[config.mk]
export PLATFORM = sky130hd
export DESIGN_NAME = intra_desc_fifo
export DESIGN_NICKNAME = d
export VERILOG_FILES = /design/src/rtl/intra_pkg.sv /design/src/rtl/intra_desc_fifo.sv
export SDC_FILE = /design/constraint.sdc
export NUM_CORES = 1
export LEC_CHECK = 0
export CAP_MARGIN = 20
export CORE_ASPECT_RATIO = 0.8
export CORE_MARGIN = 4
export CORE_UTILIZATION = 45
export DETAILED_ROUTE_END_ITERATION = 10
export GPL_ROUTABILITY_DRIVEN = 0
export GPL_TIMING_DRIVEN = 0
export PLACE_DENSITY_LB_ADDON = 0.08
export SLEW_MARGIN = 5
export SYNTH_ARGS = -nofsm -noshare
export SYNTH_HDL_FRONTEND = slang
export SYNTH_SLANG_ARGS = --single-unit
[constraint.sdc]
create_clock -name clk -period 2 [get_ports clk]
set_clock_uncertainty 0.1 [all_clocks]
set_input_delay 0.4 -clock clk [delete_from_list [all_inputs] [get_ports clk]]
set_output_delay 0.4 -clock clk [all_outputs]
set_load 0.1 [all_outputs]
[src/rtl/intra_pkg.sv]
// intra_pkg: shared constants, descriptor layout and TB cycle-count helper for the intra TB sequencer
package intra_pkg;
  localparam int INTRA_LOG2_MIN = 2;
  localparam int INTRA_LOG2_MAX = 5;
  localparam int DESC_W = 12;
  typedef enum logic [1:0] {
    INTRA_CIDX_Y  = 2'd0,
    INTRA_CIDX_CB = 2'd1,
    INTRA_CIDX_CR = 2'd2
  } cidx_e;
  typedef struct packed {
    logic [2:0] log2size;
    logic       chroma;
    logic [5:0] mode;
    logic       in64;
    logic       q3;
  } desc_t;
  function automatic logic [6:0] tb_cycles(input logic [2:0] log2size, input int log2ppc);
    int sh;
    sh = 2 * int'(log2size) - log2ppc;
    return (sh <= 0) ? 7'd1 : 7'(1 << sh);
  endfunction
endpackage

[src/rtl/intra_desc_fifo.sv]
// intra_desc_fifo: DEPTH-entry descriptor FIFO with registered storage and count-based full/empty
module intra_desc_fifo
  import intra_pkg::*;
#(
  parameter int DEPTH = 4
) (
  input  logic  clk,
  input  logic  arst_n,
  input  logic  clr,
  input  logic  push,
  input  logic  pop,
  input  desc_t din,
  output desc_t dout,
  output logic  full,
  output logic  empty
);
  localparam int AW = $clog2(DEPTH);
  desc_t          mem [DEPTH];
  logic [AW-1:0]  wr_ptr;
  logic [AW-1:0]  rd_ptr;
  logic [AW:0]    count;
  // pointers and occupancy; a simultaneous push and pop leaves count unchanged
  always_ff @(posedge clk or negedge arst_n) begin
    if (!arst_n) begin
      wr_ptr <= '0;
      rd_ptr <= '0;
      count  <= '0;
    end else if (clr) begin
      wr_ptr <= '0;
      rd_ptr <= '0;
      count  <= '0;
    end else begin
      if (push) wr_ptr <= wr_ptr + AW'(1);
      if (pop) rd_ptr <= rd_ptr + AW'(1);
      count <= count + (AW+1)'(push) - (AW+1)'(pop);
    end
  end
  // descriptor storage, written only on accepted pushes
  always_ff @(posedge clk) begin
    if (push) mem[wr_ptr] <= din;
  end
  assign dout  = mem[rd_ptr];
  assign full  = count == (AW+1)'(DEPTH);
  assign empty = count == '0;
endmodule

# After elaboration in Yosys (flattened, before gate mapping)
# Memory sizes are Yosys's and may differ from the RTL's.
# Cells that the tools add are included.
# Widths: inputs -> output; s select.
dict set report classes {
  n_addsub 4
  eq_ne 1
  muxes 7
  n_reduce_logical 3
}
# operator n
set op_table {}
lappend op_table {{$mux 2} 4}
lappend op_table {{$add 2x1->2 const B} 2}
lappend op_table {{$reduce_bool 2->1} 2}
lappend op_table {{$add 3x1->3} 1}
lappend op_table {{$eq 3x3->1 const B} 1}
lappend op_table {{$logic_not 3->1} 1}
lappend op_table {{$mux 3} 1}
lappend op_table {{$sub 3x1->3} 1}
lappend op_table {{$mux 1} 2}
dict set report totals {
  reg_bits 7
  ram_bits 48
  input_bits 17
  out_inout_bits 14
  word_cells 19
  n_memories 1
}
# memory depth width rd rd_ports_with_merged_regs wr line_no
set memory_table {}
lappend memory_table {mem 4 12 1 0 1 intra_desc_fifo.sv:18} ;# desc_t mem [DEPTH];

# Logic depth before layout (Yosys ltp)
# Gate-level depths: netlist (run 1).
dict set report depth {
  depth_word 3
  mapped_depth 8
  mapped_depth_nobuf 8
}

# Worst setup path after synthesis (run 1)
# Ideal clock, no wire load.
dict set report synth_timing {
  path_kind {flip-flop to output port}
  startpoint {register count[1]}
  endpoint {output port full}
  arrival_ns 2.622
  required_time_ns 1.500
  slack_ns -1.122
  path_stages_with_launch 2
  n_path_buf 0
  cell_sequence {dfrtp_1 nor3b_1}
}
dict set report synth_via {
  elab_chain_cells 1
}
# element line_no
set synth_lines {}
lappend synth_lines {{from (decl)} intra_desc_fifo.sv:21} ;# logic [AW:0] count;
lappend synth_lines {{from (signal assigned)} intra_desc_fifo.sv:35} ;# count <= count + (AW+1)'(push) - (AW+1)'(pop);
lappend synth_lines {{$eq 3x3->1} intra_desc_fifo.sv:43} ;# assign full = count == (AW+1)'(DEPTH);
lappend synth_lines {{to (decl)} intra_desc_fifo.sv:14} ;# output logic full,
# No other way between the ends.

==> results.sh, run 1 <==
export IMPL_run_status="finished with violations"
export IMPL_violations="negative setup slack"
export IMPL_number_of_synthesized_register_bits=55
export IMPL_port_buffers=30
export IMPL_setup_worst_path_end_class="primary output"
export IMPL_p_int_mw=1.850
export IMPL_unrepaired_setup_endpoints_after_global_routing="yes"
export IMPL_setup_violations=12
export IMPL_regToRegEndpoint="count[2]$_DFF_PN0_"
export IMPL_power_density_nw_per_um2=1013
export IMPL_final_max_slew_viol_count=0
export IMPL_filler_cell_count=365
export IMPL_cp_start_kind="flop"
export IMPL_post_detailed_routing_wire_length_mm=3.451
export IMPL_vias=1043
export IMPL_tightest_slew_ns=0.6716
export IMPL_clock_tree_from_tritoncts="built"
export IMPL_timing_critical_path_cells="buf_6 -> buf_12 -> mux4_2 -> buf_12"
export IMPL_critical_path_max_fanout=8
export IMPL_detailedPlacementHpwl_mm=2.341
export IMPL_slew_headroom=0.5523
export IMPL_cts_buffers=5
export IMPL_drc_errors=0
export IMPL_timing_final_crit_period_ns=2.172
export IMPL_placement_setup_worst_slack_ns=-0.6323
export IMPL_worst_endpoint_arrival_ns=1.67
export IMPL_timing_critical_path_mode_cell="sky130_fd_sc_hd__buf_12"
export IMPL_core_rowCount=22
export IMPL_io_pins=31
export IMPL_via_count_of_the_first_global_routing_pass=1083
export IMPL_final_cells=203
export IMPL_clock_tree_buffer_depth=2
export IMPL_layout_worst_path_cycle_share=1.086
export IMPL_synth_fp_nets=125
export IMPL_routed_wire_length_per_instance_um=17.00
export IMPL_effective_utilization_at_floorplan=0.4710
export IMPL_number_of_h_tree_levels=2
export IMPL_design_area_um2=2736
export IMPL_endpoint="dout[8]"
export IMPL_max_clock_freq_mhz=460.3
export IMPL_post_route_worst_setup_slack_ns=-0.1724
export IMPL_worstSetupPathDepth=4
export IMPL_hold_viol=0
export IMPL_critical_path_slowest_cell="sky130_fd_sc_hd__mux4_2"
export IMPL_syn2layout_area_growth_pct=24.90
export IMPL_cts_root_buf="sky130_fd_sc_hd__clkbuf_8"
export IMPL_design_die_area_um2=6056
export IMPL_timing_rr_start="count[0]$_DFF_PN0_"
export IMPL_antenna_diode_count=0
export IMPL_core_region_area_um2=4652
export IMPL_grt_first_pass_wirelength_mm=5.623
export IMPL_seqPwrFrac=0.492
export IMPL_postRouteAntennaNets=0
export IMPL_clock_sink_total=55
export IMPL_timing_critical_path_required_ns=1.50
export IMPL_largest_net_degree_at_the_start_of_global_routing=17
export IMPL_p_leak_nw=0.9881
export IMPL_max_cap_violations=0
export IMPL_clock_transition_at_the_register_clock_pins_on_the_worst_setup_and_hold_paths_after_cts_ns=0.09
export IMPL_detailedRoute_firstIterationViolations=49
export IMPL_power_switching_uw=922.1
export IMPL_ir_drop_v=0.0005979
export IMPL_postSynthAreaPerCell_um2=21.69
export IMPL_cp_buffers_inverters=3
export IMPL_synthDistinctLibCells=21
export IMPL_nNetsFinal=167
export IMPL_clkLatencyLatePin_ns=0.30
export IMPL_cp_top_family="multiplexers"
export IMPL_layout_drive_gt1_share=0.3077
export IMPL_report_power_total_mw=2.772
export IMPL_die_h_um=70.41
export IMPL_placedCellCount=191
export IMPL_first_pass_iters=4
export IMPL_timing_setup_critical_path_class="reg -> out"
export IMPL_grt_ovfl_total=0
export IMPL_clockPowerShare=0.206
export IMPL_ff2ff_path_depth=8
export IMPL_initial_antenna_violation_count=0
export IMPL_min_path_type="in -> async"
export IMPL_grt_usage=0.1263
export IMPL_post_dp_cell_area_um2=2576
export IMPL_ys_warnings_count=0
export IMPL_syn_cell_area_um2=2191
export IMPL_post_route_util=0.5882
export IMPL_setup_worst_path_start="rd_ptr[0]$_DFFE_PN0P_"
export IMPL_largest_incremental_delay_on_the_critical_path_ns=0.56
export IMPL_sw_frac_of_total=0.3326
export IMPL_synth_seq_area_share=0.7379
export IMPL_post_synth_inst_count=101
export IMPL_fp_dieW_um=86.01
export IMPL_power_share_combinational=0.302
export IMPL_routed_via_density=5.138
export IMPL_setup_slack_of_the_most_critical_reg_to_reg_path_ns=0.22
==> area by class of cell <==
class	instances	area (µm²)	area share
clock buffer	5	68.82	0.02515
sequential	55	1618	0.5912
multi-input combinational	38	514.2	0.1879
buffer	3	38.79	0.01417
timing repair buffer	35	389.1	0.1422
tap	60	75.07	0.02743
inverter	5	18.77	0.006859
clock inverter	2	13.76	0.005030
==> how the worst min path moves through the flow <==
stage | from | end | slack, ns | cells after the start
2_1_floorplan | arst_n | count[0]$_DFF_PN0_ | 0.004 | 0
3_3_place_gp | wr_ptr[1]$_DFFE_PN0P_ | wr_ptr[1]$_DFFE_PN0P_ | 0.46 | 2
3_5_place_dp | wr_ptr[1]$_DFFE_PN0P_ | wr_ptr[1]$_DFFE_PN0P_ | 0.48 | 2
4_1_cts | arst_n | count[0]$_DFF_PN0_ | 0.27 | 1
5_1_grt | arst_n | count[0]$_DFF_PN0_ | 0.28 | 1
6_report | arst_n | count[0]$_DFF_PN0_ | 0.26 | 1
==> per-stage QoR <==
stage	hold WS, ns	setup TNS [ns]
detailed placement	0.4774	-13.37
finish	0.2578	-1.414
floorplan	0.004409	-0.2787
global route	0.2845	-2.128
CTS	0.2664	-1.646
global placement	0.4569	-12.89
==> layer usage <==
metal | vias to the layer above | wire length [µm] | global-route usage
li1 | 477 | - | -
met1 | 538 | 1547 | 0.1669
met2 | 20 | 1691 | 0.1976
met3 | 8 | 152 | 0.03656
met4 | 0 | 59 | 0.04745
met5 | - | 0 | 0
==> power groups by stage <==
stage | Sequential [mW] | Combinational (mW) | Clock (mW)
floorplan | 1.38 | 0.610 | 0
global placement | 1.38 | 0.785 | 0
detailed placement | 1.39 | 0.794 | 0
CTS | 1.37 | 0.844 | 0.577
global route | 1.37 | 0.880 | 0.627
finish | 1.36 | 0.838 | 0.570
==> synthesized netlist by cell type (all sizes together) <==
cell / n / area (µm²)
edfxtp: 48 / 1441
mux4: 12 / 289.0
dfrtp: 7 / 175.2
ha: 6 / 75.07
inv: 5 / 18.77
nor2: 5 / 18.77
and2: 4 / 25.02
buf: 3 / 36.28
xnor2: 2 / 17.52
a21bo: 1 / 10.01
a21oi: 1 / 5.000
fa: 1 / 20.02
mux2i: 1 / 10.01
nand3b: 1 / 7.510
nor2b: 1 / 6.260
nor3: 1 / 5.000
nor3b: 1 / 7.510
xnor3: 1 / 22.52
==> state kept, by name (all words and copies together), names as in the netlist <==
name and count:
mem 48, rd_ptr 2, count 3, wr_ptr 2
==> logic make-up (layout without fill, tap and decap cells) <==
kind of cell	count (synthesis)	count (layout)	share of synthesized area
DFF	55	55	0.7379
AOI/OAI and AO/OA	2	2	0.006851
muxes	13	13	0.1365
buffers and inverters	8	50	0.02513
adders and majority gates	7	7	0.04340
xor gates and xnor gates	3	3	0.01828
and+or+nand+nor	13	13	0.03198
==> timing repair <==
item | 4_1_cts | 5_1_grt
resized for setup | 106 | 5
setup endpoints to repair | 14 | 14
setup buffers | 4 | 1
hold buffers | 0 | 0
==> layout by cell type (no fill, tap or decap), drive strengths merged, types with 2 or more instances in the layout <==
cell	count
edfxtp	48
clkinv	2
mux4	12
clkbuf	5
and2	4
nor2	5
clkdlybuf4s50	15
inv	5
xnor2	2
dfrtp	7
buf	22
ha	6
Note: power is estimated with default switching activity, not from simulation.
==> run 2, diff against run 1 <==
--- a/config.mk
+++ b/config.mk
@@ -6,7 +6,6 @@
 export NUM_CORES = 1
 export LEC_CHECK = 0
 export CAP_MARGIN = 20
-export CORE_ASPECT_RATIO = 0.8
 export CORE_MARGIN = 4
 export CORE_UTILIZATION = 45
 export DETAILED_ROUTE_END_ITERATION = 10
==> constraint.sdc (replaced) <==
create_clock -name clk -period 2.8 [get_ports clk]
set_clock_uncertainty 0.1 [all_clocks]
set_input_delay 0.56 -clock clk [delete_from_list [all_inputs] [get_ports clk]]
set_output_delay 0.56 -clock clk [all_outputs]
set_load 0.1 [all_outputs]
==> results.sh, run 2 (synthesis results as in run 1) <==
export IMPL_run_status="complete, no violations"
export IMPL_layout_cells_most_common_list="48 x sky130_fd_sc_hd__edfxtp_1, 16 x sky130_fd_sc_hd__clkdlybuf4s50_1, 7 x sky130_fd_sc_hd__mux4_2, 7 x sky130_fd_sc_hd__dfrtp_1, 7 x sky130_fd_sc_hd__clkdlybuf4s15_2"
export IMPL_routed_via_density=5.015
export IMPL_holdBufCountCts=0
export IMPL_clock_tree_from_tritoncts="built"
export IMPL_clock_tree_buffer_depth=2
export IMPL_max_cap_violations=0
export IMPL_cts_root_buf="sky130_fd_sc_hd__clkbuf_8"
export IMPL_p_leak_nw=0.9603
export IMPL_timing_critical_path_required_ns=2.14
export IMPL_core_rowCount=25
export IMPL_layout_worst_path_cycle_share=0.9640
export IMPL_flip_flop_count_of_the_largest_register_all_copies_and_words_added=48
export IMPL_largest_incremental_delay_on_the_critical_path_ns=0.86
export IMPL_filler_cell_count=371
export IMPL_effective_utilization_at_floorplan=0.4638
export IMPL_number_of_h_tree_levels=2
export IMPL_post_route_util=0.5653
export IMPL_fp_dieW_um=77.78
export IMPL_port_buffers=30
export IMPL_unrepaired_setup_endpoints_after_global_routing="no"
export IMPL_design_die_area_um2=6049
export IMPL_initial_antenna_violation_count=0
export IMPL_totalNegativeSetupSlack_ns=0
export IMPL_critical_path_max_fanout=6
export IMPL_detailedRoute_firstIterationViolations=57
export IMPL_routed_wire_length_per_instance_um=17.59
export IMPL_postRouteAntennaNets=0
export IMPL_timing_final_crit_period_ns=2.699
export IMPL_final_cells=206
export IMPL_worst_endpoint_arrival_ns=2.04
export IMPL_power_share_combinational=0.284
export IMPL_placedCellCount=198
export IMPL_design_area_um2=2670
export IMPL_cp_start_kind="flop"
export IMPL_grt_usage=0.1323
export IMPL_drc_errors=0
export IMPL_grt_ovfl_total=0
export IMPL_post_cts_resize_count=26
export IMPL_largest_net_degree_at_the_start_of_global_routing=17
export IMPL_clock_sink_total=55
export IMPL_p_int_mw=1.287
export IMPL_setup_worst_path_end_class="primary output"
export IMPL_timing_hold_ws_ns=0.4238
export IMPL_io_pins=31
export IMPL_post_detailed_routing_wire_length_mm=3.624
export IMPL_nNetsFinal=162
export IMPL_final_max_slew_viol_count=0
export IMPL_slew_headroom=0.3464
export IMPL_power_switching_uw=657.3
export IMPL_critical_path_slowest_cell="sky130_fd_sc_hd__dlygate4sd2_1"
export IMPL_core_region_area_um2=4723
export IMPL_grt_first_pass_wirelength_mm=5.802
export IMPL_hold_viol=0
export IMPL_max_clock_freq_mhz=370.5
export IMPL_min_path_type="in -> async"
export IMPL_top_regs="mem x48, count x3"
export IMPL_tightest_slew_ns=0.9788
export IMPL_first_pass_iters=3
export IMPL_vias=1033
export IMPL_setup_violations=0
export IMPL_clkLatencyLatePin_ns=0.30
export IMPL_cts_post_setup_buffers_inserted=0
export IMPL_largest_register="mem"
export IMPL_via_count_of_the_first_global_routing_pass=1127
export IMPL_syn2layout_area_growth_pct=21.87
export IMPL_power_density_nw_per_um2=728.1
export IMPL_layout_drive_gt1_share=0.2014
export IMPL_timing_critical_path_cells="buf_6 -> mux4_1 -> dlygate4sd2_1"
export IMPL_post_dp_cell_area_um2=2585
export IMPL_antenna_diode_count=0
export IMPL_detailedPlacementHpwl_mm=2.414
export IMPL_clock_transition_at_the_register_clock_pins_on_the_worst_setup_and_hold_paths_after_cts_ns=0.09
export IMPL_seqPwrFrac=0.501
export IMPL_clockPowerShare=0.215
export IMPL_timing_setup_critical_path_class="reg -> out"
export IMPL_cts_buffers=5
export IMPL_sw_frac_of_total=0.3381
export IMPL_die_h_um=77.78
export IMPL_layout_cells_most_common="sky130_fd_sc_hd__edfxtp_1"
export IMPL_ir_drop_v=0.0003461
-- run 2: changes by cell type in the layout (fill, tap and decap cells not counted), moves of 2 or more --
cell and change:
sky130_fd_sc_hd__buf_6 -7, sky130_fd_sc_hd__dlygate4sd2_1 +3, sky130_fd_sc_hd__clkdlybuf4s15_2 +7, sky130_fd_sc_hd__buf_4 -6
sky130_fd_sc_hd__mux4_1 +4, sky130_fd_sc_hd__clkbuf_2 +2, sky130_fd_sc_hd__mux4_2 -4, sky130_fd_sc_hd__buf_12 -5
-- run 2: metrics by stage --
stage	setup WS (ns)	total power [mW]
finish	0.1008	1.944
CTS	-0.04193	1.964
global route	0.03906	2.035
floorplan	0.4982	1.421
detailed placement	0.02795	1.566
global placement	0.02469	1.549
-- run 2: metal layers --
| metal | vias to the layer above | routed length [µm] | GRT usage | part of all wire |
|---|---|---|---|---|
| met1 | 533 | 1488 | 0.1570 | 0.41 |
| li1 | 473 | - | - | - |
| met4 | 0 | 51 | 0.04804 | 0.014 |
| met5 | - | 0 | 0 | 0 |
| met3 | 5 | 140 | 0.03828 | 0.039 |
| met2 | 22 | 1943 | 0.2277 | 0.54 |
-- run 2: final timing paths --
path / from / to / slack, ns / cells past startpoint
max: rd_ptr[0]$_DFFE_PN0P_ / dout[11] / 0.10 / 3
min: arst_n / count[1]$_DFF_PN0_ / 0.42 / 1
max reg2reg: count[0]$_DFF_PN0_ / count[2]$_DFF_PN0_ / 0.98 / 8
min reg2reg: wr_ptr[1]$_DFFE_PN0P_ / wr_ptr[1]$_DFFE_PN0P_ / 0.51 / 2
max in group asynchronous: arst_n / count[0]$_DFF_PN0_ / 1.91 / 1
min in group clk: wr_ptr[1]$_DFFE_PN0P_ / wr_ptr[1]$_DFFE_PN0P_ / 0.51 / 2
-- run 2: layout make-up --
type                            instances  area (µm²)  share of cell area
Sequential cell                        55        1617              0.6054
Multi-Input combinational cell         38       529.3              0.1982
Timing Repair Buffer                   30       300.3              0.1125
Tap cell                               67       83.83             0.03140
Clock buffer                            6       72.57             0.02718
Buffer                                  3       36.28             0.01359
Inverter                                5       18.77            0.007029
Clock inverter                          2       12.51            0.004686
-- run 2: power by group through the flow --
stage | registers [mW] | logic [mW] | clock network (mW)
floorplan | 0.985 | 0.436 | 0
global placement | 0.989 | 0.560 | 0
global route | 0.982 | 0.577 | 0.475
CTS | 0.976 | 0.562 | 0.427
finish | 0.975 | 0.552 | 0.418
detailed placement | 0.994 | 0.572 | 0
-- run 2: worst max-delay path, delay by kind of cell, from the launching register on --
kind	cells	cell delay [ns]
mux	1	0.35
buf+inv	2	1.00
flops	1	0.39
==> variant 1 (flow settings as in run 1) <==
Set the parameter `DEPTH` to 8 (it was 4).
--- a/src/rtl/intra_desc_fifo.sv
+++ b/src/rtl/intra_desc_fifo.sv
@@ -2,7 +2,7 @@
 module intra_desc_fifo
   import intra_pkg::*;
 #(
-  parameter int DEPTH = 4
+  parameter int DEPTH = 8
 ) (
   input  logic  clk,
   input  logic  arst_n,
Formal check against the unedited RTL: not equivalent (Yosys sat finds a counterexample within 10 cycles, from zero or initial values and one cycle with arst_n low).
==> variant 1 against run 1 <==
The run still ends with negative setup slack left. Wire length increased by 130%. Setup slack got worse by 0.34 ns. Sequential cell count increased by 51. Sequential share of layout area decreased by 0.54 points. Combinational power increased by 49%. Count of clock-buffer cells in the layout increased by 5. Non-clock buffer count increased by 10. Total power increased by 100%. Synthesized area increased by 96%. Synthesized cell count increased by 100%. Cell area increased by 95%. Via count increased by 93%. Sequential power increased by 86%. Largest cell class unchanged. Highest routed layer unchanged.
==> variant 1: results (changes against run 1) <==
metric,value,unit,change
clk_lat worst skew,0.35,ns,+0.05 ns
Initial DRC Count,102,,+110%
Worst path max stage delay,0.52,ns,-0.04 ns
Max-slew headroom,0.663,,+0.110
Place WS,-1.23,ns,-0.602 ns
status,finished with violations,,
met3 usage,0.0463,,+0.00976
Worst VDD drop,0.644,mV,+7.7%
Critical Path AT,2.02,ns,+0.35 ns
share of layout cells above drive strength 1,0.346,,+0.0385
ys async rst share,0.0943,,-0.0329
CTS H-Tree Depth,3,,+1
failing checks,negative setup slack,,
final setup margin,-0.517,ns,-0.344 ns
"Seq/Total Area, Yosys",0.729,,-0.00911
GRT Util Overall,0.158,,+0.0314
M2 GR Usage,0.234,,+0.0369
Unique masters post-synth,24,,+14%
total CTS buffers,9,,+4
vias,2008,,+93%
setup violators final,12,,unchanged
Synth area leaders,"edfxtp_1, mux4_1, dfrtp_1",,
hpwl dp,4.92,mm,+110%
Max Fanout on Critical Path,10,,+2
largest registers,"mem x96, count x4",,
Post-synth EDFFs,96,,+100%
## variant 1: changes by cell type in the layout (fill, tap and decap cells not counted), moves of 9 or more
cell       delta
clkbuf_16     +9
mux4_2       +10
edfxtp_1     +48
mux2_4       +12
buf_12        +9
## variant 1: kinds of logic after synthesis
group,count (synthesis),share of synthesized area
and+or+nand+nor,29,0.0308
DFF,106,0.729
buffers and inverters,14,0.0178
AOI/OAI and AO/OA,3,0.00437
muxes,38,0.180
adders and majority gates,9,0.0279
xor gates and xnor gates,5,0.0102
## variant 1: critical path: cells and delay by family, from the launching register on
family,cells,cell delay [ns]
flip-flops,1,0.37
buffers and inverters,3,0.48
multiplexers,2,0.81
## variant 1: cell type report
| class | instances | share of cell area |
|---|---|---|
| Sequential cell | 106 | 0.586 |
| Multi-Input combinational cell | 84 | 0.212 |
| Timing Repair Buffer | 40 | 0.0959 |
| Clock buffer | 10 | 0.0428 |
| Tap cell | 115 | 0.0269 |
| Buffer | 8 | 0.0185 |
| Clock inverter | 6 | 0.0136 |
| Inverter | 6 | 0.00421 |
## variant 1: routing by layer
metal / vias to the layer above / share of wire / wire length [µm]
met5: - / 0 / 0
met2: 39 / 0.47 / 3650
li1: 912 / - / -
met4: 0 / 0.014 / 111
met3: 10 / 0.042 / 330
met1: 1047 / 0.48 / 3730
## variant 1: path summary, 6_finish.rpt
| path | slack (ns) | startpoint | to | depth (start not counted) |
|---|---|---|---|---|
| setup / recovery | -0.52 | rd_ptr[0] | dout[4] | 5 |
| hold / removal | 0.28 | arst_n | wr_ptr[1] | 1 |
| setup reg to reg | 0.26 | count[0] | count[2] | 7 |
| hold reg to reg | 0.50 | wr_ptr[2] | wr_ptr[2] | 2 |
| max in group asynchronous | 1.18 | arst_n | count[3] | 1 |
| min in group clk | 0.35 | pop | rd_ptr[0] | 3 |
## variant 1: report_power, final
| group | switching, W | total (W) | internal [W] | leakage [nW] |
|---|---|---|---|---|
| Clock | 0.000773 | 0.00176 | 0.000988 | 0.149 |
| Sequential | 0.0000341 | 0.00253 | 0.00250 | 1.00 |
| Combinational | 0.000744 | 0.00125 | 0.000509 | 0.700 |
| Total | 0.00155 | 0.00555 | 0.00400 | 1.85 |
## variant 1: per-stage QoR
stage                     utilization  TNS [ns]  hold slack, ns  area (µm²)  instances
after global routing            0.582     -6.82           0.314        5350        375
after floorplan                     -    -0.296         0.00441        4300        204
after global placement          0.516   -104.90           0.440        4740        349
after CTS                       0.579     -6.33           0.270        5320        372
final                           0.582     -5.96           0.283        5350        375
after detailed placement        0.522    -54.70           0.447        4800        352
## variant 1: repair_timing
action | 4_1_cts | 5_1_grt
setup endpoints to repair | 94 | 63
gates resized for setup | 138 | 2
buffers inserted | 4 | 3
pin swaps | 0 | 1
==> variant 2 (flow settings as in run 1) <==
Made on the original files. Reset style: synchronous (`arst_n`), changed in one clocked block.
--- a/src/rtl/intra_desc_fifo.sv
+++ b/src/rtl/intra_desc_fifo.sv
@@ -20,7 +20,7 @@
   logic [AW-1:0]  rd_ptr;
   logic [AW:0]    count;
   // pointers and occupancy; a simultaneous push and pop leaves count unchanged
-  always_ff @(posedge clk or negedge arst_n) begin
+  always_ff @(posedge clk) begin
     if (!arst_n) begin
       wr_ptr <= '0;
       rd_ptr <= '0;
Behaviour: differs if arst_n is asserted again (counterexample within 4 cycles, from zero or initial values and one cycle with arst_n low); with arst_n held inactive, the same outputs for 10 cycles.
==> variant 2 against run 1 <==
Critical path depth shrank 1. Sequential cell count grew 2. Critical path type unchanged. Synthesized area shrank 0.17%. Highest routed layer unchanged. Clock power grew 54%. Combinational power shrank 49%. Count of clock-buffer cells in the layout grew 10. The run still ends with negative setup slack left. Wire length grew 4.6%. Total power shrank 4.4%. Cell area grew 2.3%. Largest cell class unchanged. First-iteration DRC count grew 71%. Setup slack gained 0.086 ns.
==> variant 2: results (changes against run 1) <==
metric,value,unit,change
status,finished with violations,,
failing checks,negative setup slack,,
P_leak,0.991,nW,+0.32%
inverter count,8,,+3
WL met2,1.88,mm,+11%
flop and latch count out of synthesis,57,,+3.6%
largest net degree at the start of global routing,13,,-4
met1 usage,0.149,,-0.0175
Worst VDD drop,0.559,mV,-6.6%
Worst path max stage delay,0.51,ns,-0.05 ns
clk_lat worst skew,0.32,ns,+0.02 ns
dpl cell area,0.00257,mm²,about the same
CTS H-Tree Depth,3,,+1
Synth Net Count,132,,+5.6%
first-pass GRT wire length,5.79,mm,+3.0%
sequential cell area,0.00163,mm²,+0.46%
share of layout cells above drive strength 1,0.276,,-0.0321
M2 GR Usage,0.225,,+0.0274
Synth area leaders,"edfxtp_1, mux4_2, dfxtp_1",,
"Area growth, synth to finish",28.0,%,
ys async rst share,0,,-0.127
Critical Path AT,1.59,ns,-0.08 ns
GRT Util Overall,0.138,,+0.0114
multi-input logic portion of the cell area,0.187,,-0.00107
R2R depth,7,,-1
Max Fanout on Critical Path,5,,-3
Metal-1 WL,1.46,mm,-5.6%
fillers,352,,-3.6%
setup violators final,11,,-1
WL/cell,16.7,µm,-1.7%
final setup margin,-0.0868,ns,+0.0856 ns
NonClk Buf Share,0.137,,-0.0191
Commonest cells post-synth,"edfxtp_1, mux4_2, dfxtp_1",,
hpwl dp,2.40,mm,+2.5%
Layout Nets,175,,+4.8%
Final Cell Area,0.00280,mm²,+2.3%
vias,1080,,+3.5%
hold crit path type,input port to register,,
comb_multi_in,40,,+5.3%
==> variant 2: cell count changes in the layout (fill, tap and decap cells not counted), sizes merged, moves of 2 or more <==
cell           run 1  this run
dfrtp              7         0
dfxtp              0         9
buf               22        16
inv                5         8
nor2               5         7
clkbuf             5        18
==> variant 2: repair_timing <==
item	in CTS	in global routing
setup endpoints to repair	14	15
pin swaps	0	0
buffers inserted	0	1
gates cloned	0	1
hold endpoints to repair	0	0
resized for setup	94	10
==> variant 2: metrics by stage <==
stage / setup slack [ns] / TNS [ns] / power [W]
finish: -0.0868 / -0.739 / 0.00265
global route: -0.152 / -1.54 / 0.00276
CTS: -0.137 / -1.31 / 0.00267
detailed placement: -0.638 / -14.01 / 0.00178
global placement: -0.626 / -12.72 / 0.00177
floorplan: 0.135 / 0 / 0.00166
==> variant 2: final timing paths <==
kind                     to  startpoint  slack (ns)
hold reg to reg   rd_ptr[1]   rd_ptr[1]        0.44
setup reg to reg   count[2]    count[0]        0.21
setup / recovery    dout[5]    register       -0.09
hold / removal    rd_ptr[1]         pop        0.39
==> variant 2: power by group through the flow <==
stage / sequential, W / combinational [W] / clock, W
global route: 0.00134 / 0.000453 / 0.000963
finish: 0.00134 / 0.000430 / 0.000877
CTS: 0.00134 / 0.000427 / 0.000902
global placement: 0.00136 / 0.000407 / 0
floorplan: 0.00136 / 0.000302 / 0
detailed placement: 0.00137 / 0.000415 / 0
==> variant 2: cell families (layout without fill, tap and decap cells) <==
family	count (synthesis)	in the layout	share of synthesized area
AO/OA/AOI/OAI	2	2	0.00686
buffers and inverters	11	59	0.0229
AND/OR/NAND/NOR	15	15	0.0349
flip-flops	57	57	0.741
multiplexers	13	13	0.132
XOR/XNOR	3	3	0.0189
adder cells (fa/ha/maj)	7	7	0.0435
